## config.mk

```make
export PLATFORM = sky130hd
export DESIGN_NAME = int_response_unit
export DESIGN_NICKNAME = d
export VERILOG_FILES = /design/src/rtl/int_response_unit.sv
export SDC_FILE = /design/constraint.sdc
export NUM_CORES = 1
export LEC_CHECK = 0
export ABC_CLOCK_PERIOD_IN_PS = 3900
export CAP_MARGIN = 20
export CORE_ASPECT_RATIO = 1.4
export CORE_MARGIN = 1.5
export CORE_UTILIZATION = 57
export DETAILED_ROUTE_END_ITERATION = 10
export GPL_TIMING_DRIVEN = 0
export PLACE_DENSITY = 0.79
export SLEW_MARGIN = 20
export SYNTH_ARGS = -nofsm -noshare
export SYNTH_HDL_FRONTEND = slang
export SYNTH_SLANG_ARGS = --single-unit
export TNS_END_PERCENT = 1
```

## constraint.sdc

```tcl
create_clock -name clk -period 3.9 [get_ports clk]
set_input_delay 0.585 -clock clk [delete_from_list [all_inputs] [get_ports clk]]
set_output_delay 0.585 -clock clk [all_outputs]
set_load 0.01 [all_outputs]
```

## src/rtl/int_response_unit.sv

```systemverilog
// Interrupt responder: pushes return PC/source on take, pops on ERET, redirects fetch and owns IntEnable.
// Latency: 1 cycle from the qualifying WB cycle to the REDIRECT cycle; a bad ERET raises eret_err 1 cycle later.
// No backpressure: a request that cannot be taken (IE=0 or stack full) simply stays pending at the controller.
module int_response_unit #(
    parameter int          DEPTH      = 4,
    parameter logic [31:0] VEC_BASE   = 32'h0000_0100,
    parameter logic [31:0] VEC_STRIDE = 32'h0000_0020
) (
    input  logic        clk,
    input  logic        clr,
    input  logic        IntRequest,
    input  logic [1:0]  IntNum,
    input  logic        wb_valid,
    input  logic        ERET,
    input  logic [31:0] WB_NOINT_NextPC,
    input  logic        sti,
    input  logic        cli,
    output logic        IntEnable,
    output logic        redirect_valid,
    output logic [31:0] redirect_pc,
    output logic        flush,
    output logic        int_taken,
    output logic        eret_done,
    output logic [1:0]  eret_num,
    output logic        eret_err,
    output logic        stack_full,
    output logic [3:0]  cur_depth
);

    localparam int          AW      = (DEPTH > 1) ? $clog2(DEPTH) : 1;
    localparam int          SLOTS   = 1 << AW;
    localparam logic [3:0]  DEPTH_W = 4'(DEPTH);

    typedef enum logic {IDLE, REDIRECT} state_t;

    state_t          state, state_nxt;
    logic [3:0]      sp;
    logic [AW-1:0]   sp_idx, pop_idx;
    logic [1:0]      stk_num [0:SLOTS-1];
    logic [31:0]     stk_pc  [0:SLOTS-1];
    logic            idle, take, pop, eret_empty;

    assign idle       = (state == IDLE);
    assign sp_idx     = sp[AW-1:0];
    assign pop_idx    = sp_idx - AW'(1);
    assign take       = idle & IntRequest & IntEnable & wb_valid & ~ERET & (sp < DEPTH_W);
    assign pop        = idle & ERET & wb_valid & (sp != 4'd0);
    assign eret_empty = idle & ERET & wb_valid & (sp == 4'd0);

    assign redirect_valid = (state == REDIRECT);
    assign flush          = (state == REDIRECT);
    assign cur_depth      = sp;
    assign stack_full     = (sp == DEPTH_W);

    always_ff @(posedge clk or posedge clr) begin
        if (clr) state <= IDLE;
        else     state <= state_nxt;
    end

    always_comb begin
        state_nxt = state;
        case (state)
            IDLE:     if (take | pop) state_nxt = REDIRECT;
            REDIRECT: state_nxt = IDLE;
            default:  state_nxt = IDLE;
        endcase
    end

    always_ff @(posedge clk or posedge clr) begin
        if (clr) begin
            sp          <= 4'd0;
            IntEnable   <= 1'b1;
            redirect_pc <= 32'd0;
            eret_num    <= 2'd0;
            int_taken   <= 1'b0;
            eret_done   <= 1'b0;
            eret_err    <= 1'b0;
        end else begin
            int_taken <= take;
            eret_done <= pop;
            eret_err  <= eret_empty;
            // take and pop are mutually exclusive (take requires ~ERET)
            if (take) begin
                sp          <= sp + 4'd1;
                redirect_pc <= VEC_BASE + 32'(IntNum) * VEC_STRIDE;
                IntEnable   <= 1'b0;
            end else if (pop) begin
                sp          <= sp - 4'd1;
                redirect_pc <= stk_pc[pop_idx];
                eret_num    <= stk_num[pop_idx];
                IntEnable   <= 1'b1;
            end else if (idle & cli) begin
                IntEnable <= 1'b0;
            end else if (idle & sti) begin
                IntEnable <= 1'b1;
            end
        end
    end

    always_ff @(posedge clk) begin
        if (take) begin
            stk_num[sp_idx] <= IntNum;
            stk_pc[sp_idx]  <= WB_NOINT_NextPC;
        end
    end

endmodule

```

Word-level counts from Yosys, hierarchy flattened --
Memory sizes are Yosys's and may differ from the RTL's. A register that Yosys moved wholly into a read port is not among the register bits. Index checks and enable logic that the tools add are counted.
Storage, ports and cells: bits in registers 41, RAM bits 136, input bits 41, output and inout port bits 45, memories kept 2
Memories:
- stk_pc | depth 4, width 32, rd ports 1, clocked after Yosys merged registers in 0, write ports 1, line 40 | logic [31:0] stk_pc [0:SLOTS-1];
- stk_num | depth 4, width 2, rd ports 1, clocked after Yosys merged registers in 1, write ports 1, line 39 | logic [1:0] stk_num [0:SLOTS-1];
Operators by class: $add $sub $neg 4, order comparisons 1, eq/ne operators 1, multiplexer cells 12, bitwise gates (word level) 15, reduce and logical (&&, ||, !) cells 5
Operators with widths (count):
- two-way mux 32 bit | 2
- bitwise AND 1 bit | 11
- adder 9 x 7 -> 10 bit (first input constant) | 1
- two-way mux 4 bit | 2
- nonzero test 4 bit | 2
- two-way mux 1 bit | 7
- adder 4 x 1 -> 4 bit (second input constant) | 1
- equality test 4 x 3 -> 1 bit (second input constant) | 1
- zero test 4 bit | 1
- < comparator 4 x 3 -> 1 bit (second input constant) | 1
- subtractor 4 x 1 -> 4 bit (second input constant) | 1
- NOT 1 bit | 3
- one-hot mux 1 bit (2 select lines) | 1
- AND reduction 2 bit | 1
- nonzero test 2 bit | 1
- subtractor 2 x 1 -> 2 bit (second input constant) | 1
- bitwise OR 1 bit | 1

Depth between registers and ports, before layout --
Gate-level depths: netlist of run 1.
word-level depth 9, gate-level depth with buffers 10, mapped depth without buffers 7

Least setup slack after synthesis of run 1 --
OpenSTA, ideal clock, no wires.
path type input -> register, start point input ERET, end point memory stk_num[0][0], enable pin, library setup time 0.394 ns, data arrival time 2.296 ns, setup slack 1.209 ns, stages on the path 4, cells stage by stage or3b_4 > nor4_4 > buf_6 > and2_1
On the way: cells in the longest elaborated chain, start to end 5
RTL lines:
- from (decl) | line 14 | input logic ERET,
- NOT 1 bit | line 46 | assign take = idle & IntRequest & IntEnable & wb_valid & ~ERET & (sp < DEPTH_W);
- bitwise AND 1 bit (2 in a row) | line 46
- two-way mux 1 bit | line 101 | if (take) begin
- two-way mux 1 bit (not written as such) | line 102 | stk_num[sp_idx] <= IntNum;
- to (decl) | line 39
No other way between the ends.

Worst setup path in the final report of run 1 --
start point register sp[0], in the netlist cur_depth[0], end point output stack_full
On the way: cells in the longest elaborated chain, start to end 1
RTL lines:
- from (decl) | line 37 | logic [3:0] sp;
- from (signal assigned) | line 84 | sp <= sp + 4'd1;
- from (signal assigned) | line 88 | sp <= sp - 4'd1;
- equality test 4 x 3 -> 1 bit | line 53 | assign stack_full = (sp == DEPTH_W);
- to (decl) | line 26 | output logic stack_full,
No other way between the ends.

==> results of run 1 <==
per-layer routing:
layer | GRT usage (%) | vias to the layer above | part of all wire (%)
li1 | - | 1646 | -
met5 | 0 | - | 0
met4 | 8.79 | 0 | 2.4
met3 | 6.23 | 27 | 5.0
met2 | 40.1 | 133 | 54
met1 | 31.0 | 1897 | 39
final timing paths:
check                      depth (start not counted)                          end                       start
hold reg to reg                                    2   redirect_pc[3]$_DFFE_PP0P_  redirect_pc[3]$_DFFE_PP0P_
setup / recovery                                   6                   stack_full    cur_depth[0]$_DFFE_PP0P_
setup reg to reg                                   9      eret_num[1]$_DFFE_PP0P_    cur_depth[0]$_DFFE_PP0P_
hold / removal                                     2  redirect_pc[13]$_DFFE_PP0P_                         clr
min in group clk                                   2   redirect_pc[3]$_DFFE_PP0P_  redirect_pc[3]$_DFFE_PP0P_
max in group asynchronous                          3        IntEnable$_DFFE_PP1P_                         clr
sequential cells by signal (all words and copies together), names as in the netlist:
name / cells
stk_pc: 128
redirect_pc: 32
stk_num: 8
cur_depth: 4
eret_num: 2
IntEnable: 1
eret_done: 1
eret_err: 1
flush: 1
int_taken: 1
layout make-up:
class	count	area, um2
Inverter	6	22.5
Multi-Input combinational cell	171	1470
Tap cell	147	184
Sequential cell	179	5160
Timing Repair Buffer	90	973
Buffer	20	136
Clock inverter	14	154
Clock buffer	18	429
Fill cell	704	3170
report_power, final:
group | total, mW | switching, mW | internal (mW) | leakage (nW)
sequential | 2.43 | 0.159 | 2.27 | 1.76
clock | 1.67 | 0.715 | 0.953 | 0.285
combinational | 1.77 | 0.815 | 0.953 | 0.989
placed cells by master, fill, tap and decap left out, types with 3 or more instances in the layout:
cell	n
dfrtp_1	42
buf_4	5
o21ai_1	10
nand2_1	71
mux4_2	34
buf_6	5
a21oi_1	5
nor2b_1	3
inv_6	3
clkbuf_1	6
edfxtp_1	136
inv_1	4
nor2_1	3
ha_1	5
clkdlybuf4s50_1	85
o21ai_0	22
clkbuf_16	17
and2_2	4
buf_16	3
clkinv_4	4
worst register-to-register path, delay by kind of cell, from the launching register on:
kind	cells	cell delay, ns
buffers and inverters	5	1.53
multiplexers	1	0.45
flip-flops	1	0.48
adder cells (fa/ha/maj)	1	0.28
AND/OR/NAND/NOR	2	0.19
kinds of logic (layout without fill, tap and decap cells):
family	after synthesis	after routing	synth area share (%)
buf+inv	26	148	2.34
xor+xnor	2	2	0.258
mux	36	36	11.6
compound gates	39	39	2.95
flops	179	179	76.1
simple gates	89	89	5.88
fa+ha+maj	5	5	0.922
through the flow:
step           setup WS [ns]  hold WS [ns]  instances  power [mW]
4_1_cts                0.694         0.489        645        5.90
2_1_floorplan           1.21         0.509        376        3.49
6_report               0.721         0.469        645        5.86
3_5_place_dp           0.613         0.490        613        4.23
5_1_grt                0.574         0.501        645        6.13
3_3_place_gp          -0.217         0.472        608        4.15
==> impl_metrics.yaml, run 1 <==
outcome:
  status: "complete, no violations"
detailed_routing:
  ant_nets: 0
  first_pass_iters: 4
  drt-total-wl_mm: 14.0
  drt_iter0_drc: 275
  num_vias: 3703
  drcViolationCount: 0
  vias_per_cell: 5.74
  wl_per_cell_um: 21.7
setup_path:
  start_kind: "flip-flop"
  rrSetupSlack_ns: 0.86
  crit_buf_inv: 4
  endpoint_kind: "output pin"
  path_cells: "buf_2 > buf_4 > inv_1 > ha_1 > and3_1 > clkdlybuf4s50_1"
  crit_path_max_fanout: 10
  slowest_delay_ns: 0.48
  slowest_stage: "dfrtp_1"
  path_class: "flip-flop to output pin"
  cp_data_arrival_time_ns: 2.59
  critical_path.top_delay_family: "buffers and inverters"
  cp.required_ns: 3.31
yosys:
  synthTopCellsByArea: "edfxtp_1, dfrtp_1, mux4_2"
  synth_seq_cells: 179
  synth_commonest_cells: "edfxtp_1, nand2_1, dfrtp_1"
  seq_area_frac_synth_pct: 76.1
  synthFlopType: "edfxtp_1"
  synth_top_area_cell: "edfxtp_1"
  synth_most_common_cell: "edfxtp_1"
  synth_top_area_share_pct: 60.2
  ys_warn_count: 0
  ys_async_sr_fraction_pct: 24.0
  syn_area_um2: 6790
  synth_edf_count: 136
  yosys.cell_types.count: 33
  syn_inst: 376
  post_synth.cell_area_avg_um2: 18.0
  syn-num-nets: 422
floorplan:
  floorplan.initialDensity_pct: 58.0
  fp-row-count: 47
  io_pins: 86
  core_area_um2: 11700
  chipWidth_um: 95.2
  die_h_um: 132
  dieArea_um2: 12600
layout:
  areaGrowthSynthToFinish_pct: 25.7
  final_util_pct: 72.9
  finalNetCount: 531
  diodes: 0
  drive_gt1_share_pct: 19.1
  fin_area_um2: 8530
clock_tree:
  numCtsBuffers: 17
  cts-resized-gates: 0
  htree_num_levels: 4
  cts_buffer_depth: 2
  insertion_delay_ns: 0.42
  path_clk_slew_ns: 0.07
  clock-root-buffer: "clkbuf_16"
  cts_setup_buffers: 0
  cts_sinks: 179
  cts_tree: "yes"
  ctsHoldBuffers: 0
timing:
  timing.final.crit_share_pct: 81.5
  setup_viol_count_final: 0
  period_needed_ns: 3.18
  fmax_mhz: 315
  worstMarginPinSlew_ns: 0.697
  rsz0062_at_grt: "no"
  finalHoldViolCount: 0
  fin_skew_ns: 0.00647
  setup_tns_ns: 0
  slew_viol_final: 0
  slew_headroom_pct: 53.5
global_routing:
  track_usage_pct: 24.3
  grt_pass1_wl_mm: 21.8
  grt_max_degree: 29
  grt_antenna_before_repair: 0
  globalRouteOverflowTotal: 0
  grt_pass1_vias: 3989
job:
  max-cap-violations: 0
power_and_ir_drop:
  p_leak_nw: 3.04
  peakVddDrop_mv: 0.491
  power.density_nw_per_um2: 687
placement:
  place.gp.congestion: 0.750
  portBuffers: 85
  placed_cell_area_um2: 7950
  hpwlAfterDp_mm: 8.64
hold_path:
  worstHoldPathType: "primary input to asynchronous set/reset pin"
Note: power is estimated with default switching activity, not from simulation.
==> inputs of run 2 (changes only) <==
- ABC_CLOCK_PERIOD_IN_PS: 3900 -> 3000
- CORE_UTILIZATION: 57 -> 55
- PLACE_DENSITY: 0.79 -> 0.76
- clock period: 3.9 -> 3 ns (I/O delays scaled with it)
==> run 2 against run 1 <==
Effect of this change: via count fell by 0.97%; largest power group unchanged; global-route usage fell by 2.5 points; clock power rose by 28%; highest routed layer unchanged; non-clock buffer count did not move; design area fell by 0.13%; worst hold slack got worse by 0.13 ns; routed wire length fell by 6.2%; sequential share of layout area rose by 0.080 points; cell count did not move; first-iteration DRC count fell by 6.9%; worst setup slack got worse by 0.56 ns; largest cell class unchanged.
==> impl_metrics.yaml, run 2 (same netlist as run 1, synthesis figures left out) <==
layout:
  diodes: 0
  mostFrequentLayoutCells: "edfxtp_1, clkdlybuf4s50_1, nand2_1"
  multi_input_area_um2: 1470
  largest_reg_flops: 128
  finalNetCount: 531
  drive_gt1_share_pct: 19.7
  areaGrowthSynthToFinish_pct: 25.6
  nFillCells: 767
  seq_area_um2: 5160
  final_util_pct: 71.4
  reg_top3: "stk_pc x128, redirect_pc x32, stk_num x8"
  final_common_cell: "edfxtp_1"
  instances_no_fill: 645
  regMostFlops: "stk_pc"
power_and_ir_drop:
  sw_frac_of_total_pct: 28.9
  internal-power_mw: 5.38
  clkPwrFrac_pct: 28.3
  peakVddDrop_mv: 0.501
  power_frac_seq_pct: 41.6
  power.density_nw_per_um2: 888
  power_switching_mw: 2.19
  finalPower_mw: 7.57
  p_leak_nw: 3.02
  p_comb_share_pct: 30.1
clock_tree:
  cts_sinks: 179
  cts_tree: "yes"
  cts_buffer_depth: 2
  insertion_delay_ns: 0.42
  clock-root-buffer: "clkbuf_16"
  path_clk_slew_ns: 0.07
  htree_num_levels: 4
  ctsHoldBuffers: 0
  numCtsBuffers: 17
hold_path:
  worstHoldPathType: "primary input to asynchronous set/reset pin"
setup_path:
  rrSetupSlack_ns: 0.23
  start_kind: "flip-flop"
  crit_path_max_fanout: 10
  path_class: "flip-flop to output pin"
  cp_data_arrival_time_ns: 2.39
  cp.required_ns: 2.55
  endpoint_kind: "output pin"
detailed_routing:
  drt_iter0_drc: 256
  drcViolationCount: 0
  wl_per_cell_um: 20.3
  vias_per_cell: 5.69
  num_vias: 3667
  first_pass_iters: 4
  ant_nets: 0
  drt-total-wl_mm: 13.1
floorplan:
  floorplan.initialDensity_pct: 56.8
  io_pins: 86
  core_area_um2: 11900
  dieArea_um2: 13000
  fp-row-count: 47
  chipWidth_um: 96.9
  die_h_um: 134
timing:
  setup_tns_ns: 0
  slew_headroom_pct: 57.4
  rsz0062_at_grt: "no"
  setup_viol_count_final: 0
  fin_skew_ns: 0.0103
  fmax_mhz: 352
  finalHoldViolCount: 0
  timing.final.crit_share_pct: 94.7
  worstMarginPinSlew_ns: 0.639
  slew_viol_final: 0
  period_needed_ns: 2.84
placement:
  place.gp.congestion: 0.728
  hpwlAfterDp_mm: 8.33
  portBuffers: 85
  dp_cells: 613
global_routing:
  grt_pass1_wl_mm: 21.0
  grt_antenna_before_repair: 0
  grt_max_degree: 29
  grt_pass1_vias: 3963
  track_usage_pct: 21.8
  globalRouteOverflowTotal: 0
job:
  max-cap-violations: 0
outcome:
  status: "complete, no violations"
[run 2: final cells by class]
class	count	share of cell area, %
sequential	179	60.6
buffer	20	1.69
clock buffer	18	5.15
timing repair buffer	90	11.2
multi-input combinational	171	17.3
inverter	6	0.264
tap	147	2.16
clock inverter	14	1.64
[run 2: worst max-delay path, stage by stage, from the launching register on]
cell	delay [ns]
dfrtp_1	0.46
buf_4	0.26
buf_6	0.21
inv_1	0.11
ha_1	0.24
and3_1	0.21
clkdlybuf4s50_1	0.49
[run 2: repair_timing]
action	CTS	global route
endpoints found under the setup margin	2	23
gates resized for setup	1	3
buffers inserted	0	0
[run 2: path summary, 6_finish.rpt]
path                                           from                          end  cells past startpoint
max in group asynchronous                       clr     cur_depth[3]$_DFFE_PP0P_                      3
setup reg to reg           cur_depth[0]$_DFFE_PP0P_  redirect_pc[25]$_DFFE_PP0P_                      9
setup / recovery           cur_depth[0]$_DFFE_PP0P_                   stack_full                      6
min in group clk            eret_num[0]$_DFFE_PP0P_      eret_num[0]$_DFFE_PP0P_                      2
hold / removal                                  clr  redirect_pc[29]$_DFFE_PP0P_                      2
hold reg to reg             eret_num[0]$_DFFE_PP0P_      eret_num[0]$_DFFE_PP0P_                      2
[run 2: power groups by stage]
stage | clock, mW | sequential (mW) | combinational [mW]
6_report | 2.14 | 3.15 | 2.28
5_1_grt | 2.27 | 3.18 | 2.48
4_1_cts | 2.17 | 3.15 | 2.31
3_5_place_dp | 0 | 3.19 | 2.29
3_3_place_gp | 0 | 3.18 | 2.23
2_1_floorplan | 0 | 3.27 | 1.26
[run 2: through the flow]
step	cell area [um2]	hold slack (ns)	setup WS, ns
2_1_floorplan	6790	0.509	0.444
3_3_place_gp	7820	0.494	-0.944
3_5_place_dp	7930	0.479	-0.131
4_1_cts	8520	0.339	0.0708
5_1_grt	8520	0.382	0.0186
6_report	8520	0.337	0.158
[run 2: per-layer routing]
layer	track usage, %	routed length [um]
met5	0	0
met3	6.04	551
met2	38.3	7180
met4	7.73	148
met1	26.0	5240
==> inputs of run 3 (changes only) <==
- MAX_ROUTING_LAYER: not set -> met4
==> run 3 against run 2 <==
Effect of this change: design area stayed put; largest cell class unchanged; combinational power hardly changed; core utilization stayed put; register-to-register slack hardly changed; sequential power hardly changed; critical endpoint unchanged; sequential cell count stayed put; clock-buffer cell count stayed put; total power hardly changed; first-iteration DRC count is 6.6% higher; critical path depth stayed put; via count is 0.74% lower.
==> impl_metrics.yaml, run 3 (same netlist as run 1, synthesis figures left out) <==
setup_path:
  path_class: "flip-flop to output pin"
  start_kind: "flip-flop"
  rrSetupSlack_ns: 0.23
  crit_buf_inv: 4
  path_cells: "buf_4 > buf_6 > inv_1 > ha_1 > and3_1 > clkdlybuf4s50_1"
  endpoint_kind: "output pin"
  critical_path.top_delay_family: "buffers and inverters"
  cp_data_arrival_time_ns: 2.38
  slowest_stage: "clkdlybuf4s50_1"
  cp.required_ns: 2.55
  crit_path_max_fanout: 10
  slowest_delay_ns: 0.49
floorplan:
  chipWidth_um: 96.9
  io_pins: 86
  die_h_um: 134
  floorplan.initialDensity_pct: 56.8
  dieArea_um2: 13000
  core_area_um2: 11900
  fp-row-count: 47
timing:
  finalWorstSetupSlack_ns: 0.171
  worstMarginPinSlew_ns: 0.644
  whs_ns: 0.335
  finalHoldViolCount: 0
  fin_skew_ns: 0.00921
  setup_tns_ns: 0
  timing.final.crit_share_pct: 94.3
  period_needed_ns: 2.83
  fmax_mhz: 353
  slew_viol_final: 0
  slew_headroom_pct: 57.1
  rsz0062_at_grt: "no"
  setup_viol_count_final: 0
clock_tree:
  numCtsBuffers: 17
  cts_buffer_depth: 2
  cts_sinks: 179
  insertion_delay_ns: 0.42
  cts_setup_buffers: 0
  clock-root-buffer: "clkbuf_16"
  cts_tree: "yes"
  htree_num_levels: 4
  path_clk_slew_ns: 0.07
placement:
  place_ws_ns: -0.131
  dp_cells: 613
  place.gp.congestion: 0.736
  hpwlAfterDp_mm: 8.33
  portBuffers: 85
detailed_routing:
  drcViolationCount: 0
  num_vias: 3640
  vias_per_cell: 5.64
  ant_nets: 0
  drt_iter0_drc: 273
  first_pass_iters: 4
  drt-total-wl_mm: 13.1
  wl_per_cell_um: 20.3
power_and_ir_drop:
  peakVddDrop_mv: 0.501
  power.density_nw_per_um2: 888
  p_leak_nw: 3.02
  finalPower_mw: 7.57
global_routing:
  grt_antenna_before_repair: 0
  grt_max_degree: 29
  track_usage_pct: 22.5
  globalRouteOverflowTotal: 0
  grt_pass1_wl_mm: 21.0
  grt_pass1_vias: 3943
layout:
  final_common_cell: "edfxtp_1"
  mostFrequentLayoutCells: "edfxtp_1, clkdlybuf4s50_1, nand2_1"
  reg_top3: "stk_pc x128, redirect_pc x32, stk_num x8"
  drive_gt1_share_pct: 19.7
  instances_no_fill: 645
  largest_reg_flops: 128
  areaGrowthSynthToFinish_pct: 25.6
  regMostFlops: "stk_pc"
  finalNetCount: 531
  diodes: 0
job:
  max-cap-violations: 0
outcome:
  status: "complete, no violations"
hold_path:
  worstHoldPathType: "primary input to asynchronous set/reset pin"
==> run 3: routing by layer <==
layer,share of wire (%),up-vias,track usage [%],wire [um]
li1,-,1640,-,-
met1,40,1893,26.1,5210
met2,55,98,38.3,7170
met3,4.4,9,5.73,581
met4,1.2,0,7.97,156
met5,0,-,-,0
==> run 3: area by class of cell <==
| class | instances | area [um2] |
|---|---|---|
| well taps | 147 | 184 |
| repair buffers | 90 | 958 |
| fillers | 767 | 3420 |
| inverters | 6 | 22.5 |
| plain buffers | 20 | 144 |
| clock inverters | 14 | 140 |
| flip-flops and latches | 179 | 5160 |
| multi-input cells | 171 | 1470 |
| clock buffers | 18 | 439 |
==> run 3: worst paths after layout <==
| kind | startpoint | end | cells after the start |
|---|---|---|---|
| max reg2reg | cur_depth[0]$_DFFE_PP0P_ | redirect_pc[8]$_DFFE_PP0P_ | 9 |
| min in group clk | eret_num[0]$_DFFE_PP0P_ | eret_num[0]$_DFFE_PP0P_ | 2 |
| max in group asynchronous | clr | redirect_pc[23]$_DFFE_PP0P_ | 3 |
| min | clr | redirect_pc[29]$_DFFE_PP0P_ | 2 |
| min reg2reg | eret_num[0]$_DFFE_PP0P_ | eret_num[0]$_DFFE_PP0P_ | 2 |
| max | cur_depth[0]$_DFFE_PP0P_ | stack_full | 6 |
==> run 3: metrics by stage <==
stage	utilization [%]	area, um2
CTS	71.3	8520
detailed placement	66.5	7930
finish	71.4	8520
global route	71.4	8520
floorplan	-	6790
global placement	65.5	7820
==> run 3: what timing repair did <==
item,CTS,global route
resized for setup,1,3
hold endpoints to repair,0,0
gates cloned,0,0
endpoints found under the setup margin,2,23
hold buffers,0,0
pin swaps,0,0
==> run 3: report_power, final <==
part / switching [mW] / internal [mW] / leakage (nW) / total (mW)
clock: 0.958 / 1.19 / 0.269 / 2.15
combinational: 1.03 / 1.25 / 0.988 / 2.27
sequential: 0.200 / 2.95 / 1.76 / 3.15
